--- config.mk ---
export PLATFORM = sky130hd
export DESIGN_NAME = led_matrix_scan
export DESIGN_NICKNAME = d
export VERILOG_FILES = /design/src/rtl/led_scan_pkg.sv /design/src/rtl/scan_tick_gen.sv /design/src/rtl/led_matrix_scan.sv
export SDC_FILE = /design/constraint.sdc
export NUM_CORES = 1
export LEC_CHECK = 0
export BUFFER_PORTS_ARGS = -buffer_cell sky130_fd_sc_hd__clkbuf_2
export CAP_MARGIN = 15
export CORE_UTILIZATION = 54
export DETAILED_ROUTE_END_ITERATION = 7
export PLACE_DENSITY_LB_ADDON = 0.12
export SLEW_MARGIN = 20
export SYNTH_ARGS = -nofsm -noshare
export SYNTH_HDL_FRONTEND = slang
export SYNTH_SLANG_ARGS = --single-unit
--- constraint.sdc ---
create_clock -name clk -period 4.2 [get_ports clk]
set_input_delay 0 -clock clk [delete_from_list [all_inputs] [get_ports clk]]
set_output_delay 0 -clock clk [all_outputs]
set_load 0.01 [all_outputs]
--- src/rtl/led_scan_pkg.sv ---
// Shared types and constants for the LED matrix column scan driver.
// Latency: n/a (declarations only).
// Backpressure: n/a.
package led_scan_pkg;

  typedef enum logic [2:0] {
    INIT,
    LOAD,
    SHIFT,
    LATCH,
    DISPLAY
  } scan_state_t;

  // One bit per LED in a column: 8 red, 8 green, 8 blue.
  localparam int SHIFT_BITS = 24;
  // Ticks the external shift-register chain is held in reset after power-up.
  localparam int INIT_TICKS = 4;

  function automatic logic [7:0] col_onehot(input logic [2:0] col);
    col_onehot = 8'b1 << col;
  endfunction

endpackage

--- src/rtl/scan_tick_gen.sv ---
// Scan tick generator: one-clk strobe every CLK_DIV clk cycles.
// Latency: first tick CLK_DIV-1 cycles after reset release, then every CLK_DIV.
// Backpressure: none; free-running.
//
// Ports:
//   clk   - system clock
//   rst_n - synchronous active-low reset; clears the divider
//   tick  - registered one-clk strobe
module scan_tick_gen #(
  parameter int CLK_DIV = 2
) (
  input  logic clk,
  input  logic rst_n,
  output logic tick
);

  localparam int CW = (CLK_DIV > 2) ? $clog2(CLK_DIV) : 1;

  logic [CW-1:0] cnt;

  // tick is registered off the cycle before the wrap so it lines up with
  // cnt == CLK_DIV-1 without a decode path on the output.
  always_ff @(posedge clk) begin
    if (!rst_n) begin
      cnt  <= '0;
      tick <= 1'b0;
    end else begin
      if (cnt == CW'(CLK_DIV - 1)) begin
        cnt <= '0;
      end else begin
        cnt <= cnt + CW'(1);
      end
      tick <= (cnt == CW'(CLK_DIV - 2));
    end
  end

endmodule

--- src/rtl/led_matrix_scan.sv ---
// Column-multiplexed scan driver for an 8x8 RGB LED module with a serial shift-register chain.
// Latency: column period = (1 + 48 + 2 + HOLD_TICKS) ticks; every output is registered.
// Backpressure: none; upstream must present column col_num's vectors by the LOAD tick.
//
// Ports:
//   clk, rst_n           - clock, synchronous active-low reset
//   red/green/blue_vect_in - column data for col_num, sampled only at LOAD
//   col_num              - column being loaded/displayed (stable from previous DISPLAY exit)
//   col_data_capture     - one-clk pulse when the input vectors are sampled
//   reset_out, OE        - shift-register reset and output enable, both active low
//   SH_CP, ST_CP, DS     - shift clock, storage clock, serial data (1 = LED on)
//   col_select           - one-hot active column, high only during DISPLAY
//   bright               - (LED_MATRIX_DIM_EN only) on-time = (bright+1)/4 of DISPLAY
//
// Build option: define LED_MATRIX_DIM_EN to add the bright input and OE dimming.
module led_matrix_scan #(
  parameter int CLK_DIV    = 2,
  parameter int HOLD_TICKS = 8
) (
  input  logic       clk,
  input  logic       rst_n,
  input  logic [7:0] red_vect_in,
  input  logic [7:0] green_vect_in,
  input  logic [7:0] blue_vect_in,
  output logic [2:0] col_num,
  output logic       col_data_capture,
  output logic       reset_out,
  output logic       OE,
  output logic       SH_CP,
  output logic       ST_CP,
  output logic       DS,
  output logic [7:0] col_select
`ifdef LED_MATRIX_DIM_EN
  ,
  input  logic [1:0] bright
`endif
);

  import led_scan_pkg::*;

  // One shared tick counter serves every state; size it for the longest one.
  localparam int CNT_MAX = (HOLD_TICKS > 2 * SHIFT_BITS) ? HOLD_TICKS : 2 * SHIFT_BITS;
  localparam int CNT_W   = $clog2(CNT_MAX);

  logic tick;

  scan_tick_gen #(.CLK_DIV(CLK_DIV)) u_tick (
    .clk  (clk),
    .rst_n(rst_n),
    .tick (tick)
  );

  scan_state_t           state, state_nxt;
  logic [CNT_W-1:0]      cnt, cnt_nxt;
  logic [SHIFT_BITS-1:0] shreg, shreg_nxt;
  logic [2:0]            col_num_nxt;
  logic                  capture_nxt;
  logic                  reset_out_nxt;
  logic                  oe_nxt;
  logic                  sh_cp_nxt;
  logic                  st_cp_nxt;
  logic                  ds_nxt;
  logic [7:0]            col_select_nxt;

`ifdef LED_MATRIX_DIM_EN
  logic [1:0]   bright_q, bright_nxt;
  logic [CNT_W:0] on_ticks;

  assign on_ticks = (CNT_W + 1)'((32'(bright_q) + 32'd1) * 32'(HOLD_TICKS / 4));
`endif

  always_comb begin
    state_nxt      = state;
    cnt_nxt        = cnt;
    shreg_nxt      = shreg;
    col_num_nxt    = col_num;
    capture_nxt    = 1'b0;
    reset_out_nxt  = reset_out;
    oe_nxt         = OE;
    sh_cp_nxt      = SH_CP;
    st_cp_nxt      = ST_CP;
    ds_nxt         = DS;
    col_select_nxt = col_select;
`ifdef LED_MATRIX_DIM_EN
    bright_nxt     = bright_q;
`endif

    if (tick) begin
      unique case (state)
        INIT: begin
          reset_out_nxt = 1'b0;
          oe_nxt        = 1'b1;
          if (cnt == CNT_W'(INIT_TICKS - 1)) begin
            state_nxt     = LOAD;
            cnt_nxt       = '0;
            reset_out_nxt = 1'b1;
          end else begin
            cnt_nxt = cnt + CNT_W'(1);
          end
        end

        LOAD: begin
          shreg_nxt   = {red_vect_in, green_vect_in, blue_vect_in};
          capture_nxt = 1'b1;
`ifdef LED_MATRIX_DIM_EN
          bright_nxt  = bright;
`endif
          state_nxt   = SHIFT;
          cnt_nxt     = '0;
        end

        SHIFT: begin
          // Even tick presents the MSB with the shift clock low; odd tick
          // raises the clock and advances the register behind it, so DS
          // never moves while SH_CP is high.
          if (!cnt[0]) begin
            ds_nxt    = shreg[SHIFT_BITS-1];
            sh_cp_nxt = 1'b0;
          end else begin
            sh_cp_nxt = 1'b1;
            shreg_nxt = {shreg[SHIFT_BITS-2:0], 1'b0};
          end
          if (cnt == CNT_W'(2 * SHIFT_BITS - 1)) begin
            state_nxt = LATCH;
            cnt_nxt   = '0;
          end else begin
            cnt_nxt = cnt + CNT_W'(1);
          end
        end

        LATCH: begin
          sh_cp_nxt = 1'b0;
          if (cnt == '0) begin
            st_cp_nxt = 1'b1;
            cnt_nxt   = CNT_W'(1);
          end else begin
            st_cp_nxt      = 1'b0;
            state_nxt      = DISPLAY;
            cnt_nxt        = '0;
            col_select_nxt = col_onehot(col_num);
            oe_nxt         = 1'b0;
          end
        end

        DISPLAY: begin
          if (cnt == CNT_W'(HOLD_TICKS - 1)) begin
            col_num_nxt    = col_num + 3'd1;
            col_select_nxt = '0;
            oe_nxt         = 1'b1;
            state_nxt      = LOAD;
            cnt_nxt        = '0;
          end else begin
            cnt_nxt = cnt + CNT_W'(1);
`ifdef LED_MATRIX_DIM_EN
            // cnt+1 display ticks have elapsed once this tick retires.
            if (({1'b0, cnt} + (CNT_W + 1)'(1)) >= on_ticks) begin
              oe_nxt = 1'b1;
            end
`endif
          end
        end

        default: begin
          state_nxt = INIT;
          cnt_nxt   = '0;
        end
      endcase
    end
  end

  always_ff @(posedge clk) begin
    if (!rst_n) begin
      state            <= INIT;
      cnt              <= '0;
      shreg            <= '0;
      col_num          <= '0;
      col_data_capture <= 1'b0;
      reset_out        <= 1'b0;
      OE               <= 1'b1;
      SH_CP            <= 1'b0;
      ST_CP            <= 1'b0;
      DS               <= 1'b0;
      col_select       <= '0;
`ifdef LED_MATRIX_DIM_EN
      bright_q         <= '0;
`endif
    end else begin
      state            <= state_nxt;
      cnt              <= cnt_nxt;
      shreg            <= shreg_nxt;
      col_num          <= col_num_nxt;
      col_data_capture <= capture_nxt;
      reset_out        <= reset_out_nxt;
      OE               <= oe_nxt;
      SH_CP            <= sh_cp_nxt;
      ST_CP            <= st_cp_nxt;
      DS               <= ds_nxt;
      col_select       <= col_select_nxt;
`ifdef LED_MATRIX_DIM_EN
      bright_q         <= bright_nxt;
`endif
    end
  end

endmodule
==> flow_summary.yaml, run 1 <==
outcome:
  status: "finished with violations"
  violations: "design-rule violations"
sta:
  worst_clock_skew_ps: 11.4
  rsz0062_at_grt: "no"
  whs_ps: 49.3
  finalMaxSlewViolations: 0
  fmax_mhz: 427
  hold_viol_final: 0
  finalCritPeriodShare_pct: 55.7
  finalSetupViolations: 0
  slew_headroom_pct: 41.5
  period_minus_slack_ps: 2340
  setup_tns_ps: 0
  tightest_slew_ps: 871
grt:
  overflow: 0
  grt_max_degree: 47
  grt_usage_pct: 24.8
  antenna_found_initial: 0
  grt_pass1_vias: 2278
  grt_pass1_wl_um: 10100
floorplanning:
  dieArea_um2: 5010
  core-area_um2: 4440
  row_count: 24
  ios: 43
  initial_utilization_pct: 57.5
  die_h_um: 70.8
  die_width_um: 70.8
critical_path:
  reg2reg_depth: 4
  regToRegEndpoint: "col_select[6]"
  crit_required_ps: 4430
  endpoint: "col_select[6]"
  cp_max_fo: 28
  critPathLaunchType: "flip-flop"
  cp-end-kind: "flip-flop"
  crit_path_start: "state[1]"
  critical_path_class: "reg -> reg"
  crit_arrival_ps: 2570
  ff2ff_setup_slack_ps: 1860
  timing.rr.start: "state[1]"
synthesis:
  syn_inst: 316
  synth_seq_cells: 52
  syn_area_um2: 2560
  synth_warnings: 0
  synth-seq-area-share_pct: 40.7
  synth_cell_types: 38
  syn-num-nets: 350
  syn_avg_cell_area_um2: 8.09
  yosys.area.top_type: "dfxtp_1"
  yosysTopAreaCellShare_pct: 40.7
  synth_area_leaders: "dfxtp_1 41%, a311oi_1 8.6%, o21ai_0 6.3%, nor2_1 5.3%, nand2_1 4.4%"
layout:
  fillers: 365
  drive_gt1_share_pct: 16.4
  final_common_cell: "dfxtp_1"
  fin_area_um2: 3070
  final_cell_mix: "52 x dfxtp_1, 42 x clkbuf_2, 36 x nor2_1, 32 x o21ai_0, 30 x nand2_1"
  fin_nets: 399
  layout.cells.non_filler: 418
  n_antenna_cell: 0
  syn2layout_area_growth_pct: 20.0
cts:
  clk_pin_slew_worst_paths_ps: 90
  clock_latency_ps: 300
  root_buffer: "clkbuf_8"
  cts-htree-levels: 2
  cts_tree: "yes"
  cts_max_path_buffers: 2
  cts-buffers-inserted: 5
  cts_resized: 0
  clock_sinks: 52
placement:
  placed_area_um2: 2730
  gp_congestion: 0.834
  portBuffers: 42
  dp_hpwl_um: 3730
  place_inst: 386
route:
  drtIter0Drc: 244
  first_pass_iters: 6
  routed_via_density: 5.95
  drt-total-wl_um: 6020
  antenna_left: 0
  detail_route.wl_per_cell_um: 14.4
  drcViolationCount: 4
  route.vias.total: 2489
pwr:
  power.density_nw_per_um2: 303
  clkPwrFrac_pct: 31.6
  p_comb_share_pct: 12.7
  leakage_nw: 1.11
  total_power_w: 0.000929
  pwr-share-seq_pct: 55.7
  vdd_drop_max_v: 0.000154
  sw_frac_of_total_pct: 26.2
  p_sw_w: 0.000244
  p_int_w: 0.000686
job:
  drv_cap: 0
worst_hold_path:
  hp-class: "in -> reg"
what timing repair did:
action	CTS	global route
buffers inserted	0	0
hold buffers	24	0
endpoints found under the hold margin	24	0
per-layer routing:
metal / part of all wire (%) / global-route usage [%] / wire (um)
met1: 46 / 32.2 / 2750
met4: 0.98 / 7.11 / 59
met5: 0 / 0 / 0
met3: 4.2 / 4.42 / 252
met2: 49 / 42.2 / 2960
state kept, by name, indices dropped and copies added (netlist names):
signal and count:
OE 1, reset_out 1, col_select 8, col_data_capture 1
col_num 3, SH_CP 1, shreg 24, u_tick.cnt 1
cnt 6, ST_CP 1, DS 1, state 3
u_tick.tick 1
worst max-delay path: stages, from the launching register on:
cell	delay, ps
dfxtp_1	650
nand2b_1	590
a211oi_2	680
nand4_1	180
a21oi_1	180
kinds of logic after synthesis:
family,Yosys count,synth area share (%)
AOI/OAI and AO/OA,91,23.4
xor gates and xnor gates,1,0.343
adders and majority gates,8,3.92
buffers and inverters,37,6.46
DFF,52,40.7
muxes,1,0.392
and+or+nand+nor,126,24.8
layout make-up:
type                    count  area [um^2]  share of cell area, %
flip-flops and latches     52         1040                   33.9
repair buffers             70          480                   15.7
well taps                  52         65.1                   2.12
multi-input cells         227         1350                   44.1
clock inverters             1         7.51                  0.245
inverters                   9         33.8                   1.10
clock buffers               7         86.3                   2.81
cell usage after synthesis, drive strengths merged:
| cell type | n |
|---|---|
| or4 | 4 |
| or4b | 1 |
| nand4b | 1 |
| nand3b | 1 |
| o21ai | 32 |
| nor2 | 36 |
| nand4 | 12 |
| or3b | 1 |
| a211o | 2 |
| nand3 | 14 |
| and2 | 1 |
| o32ai | 1 |
| nand2 | 30 |
| mux2i | 1 |
| a311o | 2 |
| nor4b | 2 |
| clkbuf | 20 |
| a311oi | 25 |
| buf | 8 |
| nor4 | 2 |
| nor3b | 1 |
| a211oi | 3 |
| o311a | 1 |
| nor3 | 5 |
| inv | 9 |
| dfxtp | 52 |
| nand2b | 9 |
| or3 | 2 |
| a31oi | 4 |
| xnor2 | 1 |
| nor2b | 2 |
| and3 | 2 |
| a21oi | 21 |
| ha | 8 |
power by group through the flow:
stage / logic (W) / registers (W) / clock network [W]
final: 0.000118 / 0.000518 / 0.000294
after detailed placement: 0.0000992 / 0.000530 / 0
after floorplan: 0.0000814 / 0.000519 / 0
after global placement: 0.0000987 / 0.000529 / 0
after CTS: 0.000117 / 0.000518 / 0.000302
after global routing: 0.000131 / 0.000521 / 0.000324
how the worst min path moves through the flow:
stage | slack, ps | end | startpoint | cells past startpoint
finish | 50 | shreg[0] | blue_vect_in[0] | 3
CTS | 50 | shreg[0] | blue_vect_in[0] | 3
detailed placement | 280 | shreg[5] | blue_vect_in[5] | 3
global route | 60 | shreg[0] | blue_vect_in[0] | 3
global placement | 280 | shreg[5] | blue_vect_in[5] | 3
floorplan | 80 | OE | rst_n | 1
metrics by stage:
stage,utilization [%],setup WS [ps]
after global placement,61.5,1970
after detailed placement,61.5,1890
after floorplan,-,2130
after CTS,69.0,1890
after global routing,69.0,1570
final,69.0,1860
No activity file was read; power rests on OpenSTA's default activity.
==> run 2, diff against run 1 <==
--- a/config.mk
+++ b/config.mk
@@ -7,7 +7,7 @@
 export LEC_CHECK = 0
 export BUFFER_PORTS_ARGS = -buffer_cell sky130_fd_sc_hd__clkbuf_2
 export CAP_MARGIN = 15
-export CORE_UTILIZATION = 54
+export CORE_UTILIZATION = 50
 export DETAILED_ROUTE_END_ITERATION = 7
 export PLACE_DENSITY_LB_ADDON = 0.12
 export SLEW_MARGIN = 20
==> constraint.sdc (replaced) <==
create_clock -name clk -period 2.1 [get_ports clk]
set_input_delay 0 -clock clk [delete_from_list [all_inputs] [get_ports clk]]
set_output_delay 0 -clock clk [all_outputs]
set_load 0.01 [all_outputs]
==> run 2 against run 1 <==
Compared with the run above: the run now ends clean; utilization is 1.8 points lower; combinational power is 140% higher; die area is 7.8% higher; flip-flop and latch count stayed put; cell area is 5.6% higher; sequential share of layout area is 1.8 points lower; total power is 100% higher; critical path type unchanged.
==> flow_summary.yaml, run 2 (synthesis results as in run 1) <==
sta:
  finalCritPeriodShare_pct: 93.8
  finalMaxSlewViolations: 0
  setup_tns_ps: 0
  worst_clock_skew_ps: 11.7
  slew_headroom_pct: 70.3
  tightest_slew_ps: 442
  period_minus_slack_ps: 1970
  fmax_mhz: 508
  finalSetupViolations: 0
  hold_viol_final: 0
  rsz0062_at_grt: "no"
  whs_ps: 40.6
route:
  drtIter0Drc: 206
  wl_met2_um: 2880
  drcViolationCount: 0
  drt-met1-wl_um: 2920
  routed.top_layer: "met4"
  detail_route.wl_per_cell_um: 13.7
  dr_wl_met3_um: 298
  antenna_left: 0
  route.vias.total: 2515
  drt-total-wl_um: 6190
  routed_via_density: 5.59
  first_pass_iters: 4
critical_path:
  timing.rr.start: "cnt[1]"
  regToRegEndpoint: "cnt[5]"
  slowest_delay_ps: 510
  crit_path_start: "cnt[1]"
  reg2reg_depth: 6
  cp_top_family: "simple AND/OR/NAND/NOR gates"
  cp_slowest_cell: "or4_1"
  cp.depth: 6
  critPathLaunchType: "flip-flop"
  cp_max_fo: 5
  ff2ff_setup_slack_ps: 130
  crit_arrival_ps: 2190
  cp.buffers_inverters: 1
  critical_path_class: "reg -> reg"
  crit_chain: "ha_1, buf_4, nor4b_2, a311o_1, or4_1, a31oi_1"
  crit_required_ps: 2320
  cp-end-kind: "flip-flop"
  endpoint: "cnt[5]"
grt:
  overflow: 0
  grt_pass1_wl_um: 10200
  grt_pass1_vias: 2273
  grt_max_degree: 47
  antenna_found_initial: 0
  grt_usage_pct: 24.0
pwr:
  power.density_nw_per_um2: 585
  sw_frac_of_total_pct: 26.3
  clkPwrFrac_pct: 31.0
  p_sw_w: 0.000498
  vdd_drop_max_v: 0.000313
  p_comb_share_pct: 15.0
  leakage_nw: 1.20
  pwr-share-seq_pct: 54.0
  total_power_w: 0.00189
  p_int_w: 0.00140
layout:
  syn2layout_area_growth_pct: 26.8
  fin_util_pct: 67.3
  final_common_cell: "dfxtp_1"
  final_cell_mix: "52 x dfxtp_1, 42 x clkbuf_2, 36 x nor2_1, 32 x o21ai_0, 30 x nand2_1"
  drive_gt1_share_pct: 20.4
  fin_nets: 416
  n_antenna_cell: 0
  top_register: "shreg"
  reg_top3: "shreg x24, col_select x8, cnt x6"
  largest_reg_flops: 24
cts:
  cts_max_path_buffers: 2
  clock_latency_ps: 310
  clk_pin_slew_worst_paths_ps: 90
  cts-buffers-inserted: 5
  cts-htree-levels: 2
  cts_tree: "yes"
  clock_sinks: 52
  post_cts_buffers: 0
  root_buffer: "clkbuf_8"
placement:
  gp_congestion: 0.963
  portBuffers: 42
  dp_hpwl_um: 3980
floorplanning:
  initial_utilization_pct: 53.1
  ios: 43
  die_width_um: 73.5
  row_count: 25
  core-area_um2: 4820
  die_h_um: 73.5
  dieArea_um2: 5400
outcome:
  status: "finished clean"
worst_hold_path:
  hp-class: "in -> reg"
job:
  drv_cap: 0
[run 2: cell count changes in the layout (fill, tap and decap cells not counted), sizes merged]
| cell | before | now |
|---|---|---|
| buf | 4 | 21 |
[run 2: area by class of cell]
type / count / area (um^2)
Tap cell: 67 / 83.8
Fill cell: 411 / 1580
Clock inverter: 1 / 7.51
Clock buffer: 7 / 86.3
Inverter: 9 / 33.8
Multi-Input combinational cell: 227 / 1370
Sequential cell: 52 / 1040
Timing Repair Buffer: 87 / 621
[run 2: power groups by stage]
stage / clock [W] / combinational [W] / sequential, W
detailed placement: 0 / 0.000245 / 0.00105
floorplan: 0 / 0.000163 / 0.00104
global route: 0.000644 / 0.000316 / 0.00103
global placement: 0 / 0.000244 / 0.00105
finish: 0.000588 / 0.000284 / 0.00102
CTS: 0.000603 / 0.000284 / 0.00102
[run 2: tightest hold or removal path: stages]
cell	delay, ps
clkbuf_2	80
nor4b_1	40
nor4_1	150
[run 2: per-stage QoR]
stage / cells / cell area [um^2] / setup slack (ps)
3_5_place_dp: 418 / 2900 / 83.2
6_report: 450 / 3240 / 130
2_1_floorplan: 316 / 2560 / 34.4
4_1_cts: 450 / 3230 / 61.1
5_1_grt: 450 / 3240 / 28.2
3_3_place_gp: 418 / 2900 / 155
[run 2: layer usage]
layer / track usage, % / vias to the layer above
met5: 0 / -
met4: 8.55 / 0
met3: 3.16 / 9
met2: 40.3 / 65
met1: 31.6 / 1158
li1: - / 1283
[run 2: timing repair]
item	4_1_cts	5_1_grt
resized for setup	0	1
endpoints found under the hold margin	24	0
setup endpoints to repair	0	8
hold buffers	24	0
[run 2: worst min-delay path by stage]
stage,from,to,slack (ps),depth (start not counted)
2_1_floorplan,rst_n,OE,80,1
3_3_place_gp,red_vect_in[2],shreg[18],270,3
3_5_place_dp,blue_vect_in[2],shreg[2],280,3
4_1_cts,blue_vect_in[0],shreg[0],40,3
5_1_grt,blue_vect_in[0],shreg[0],140,3
6_report,blue_vect_in[0],shreg[0],40,3
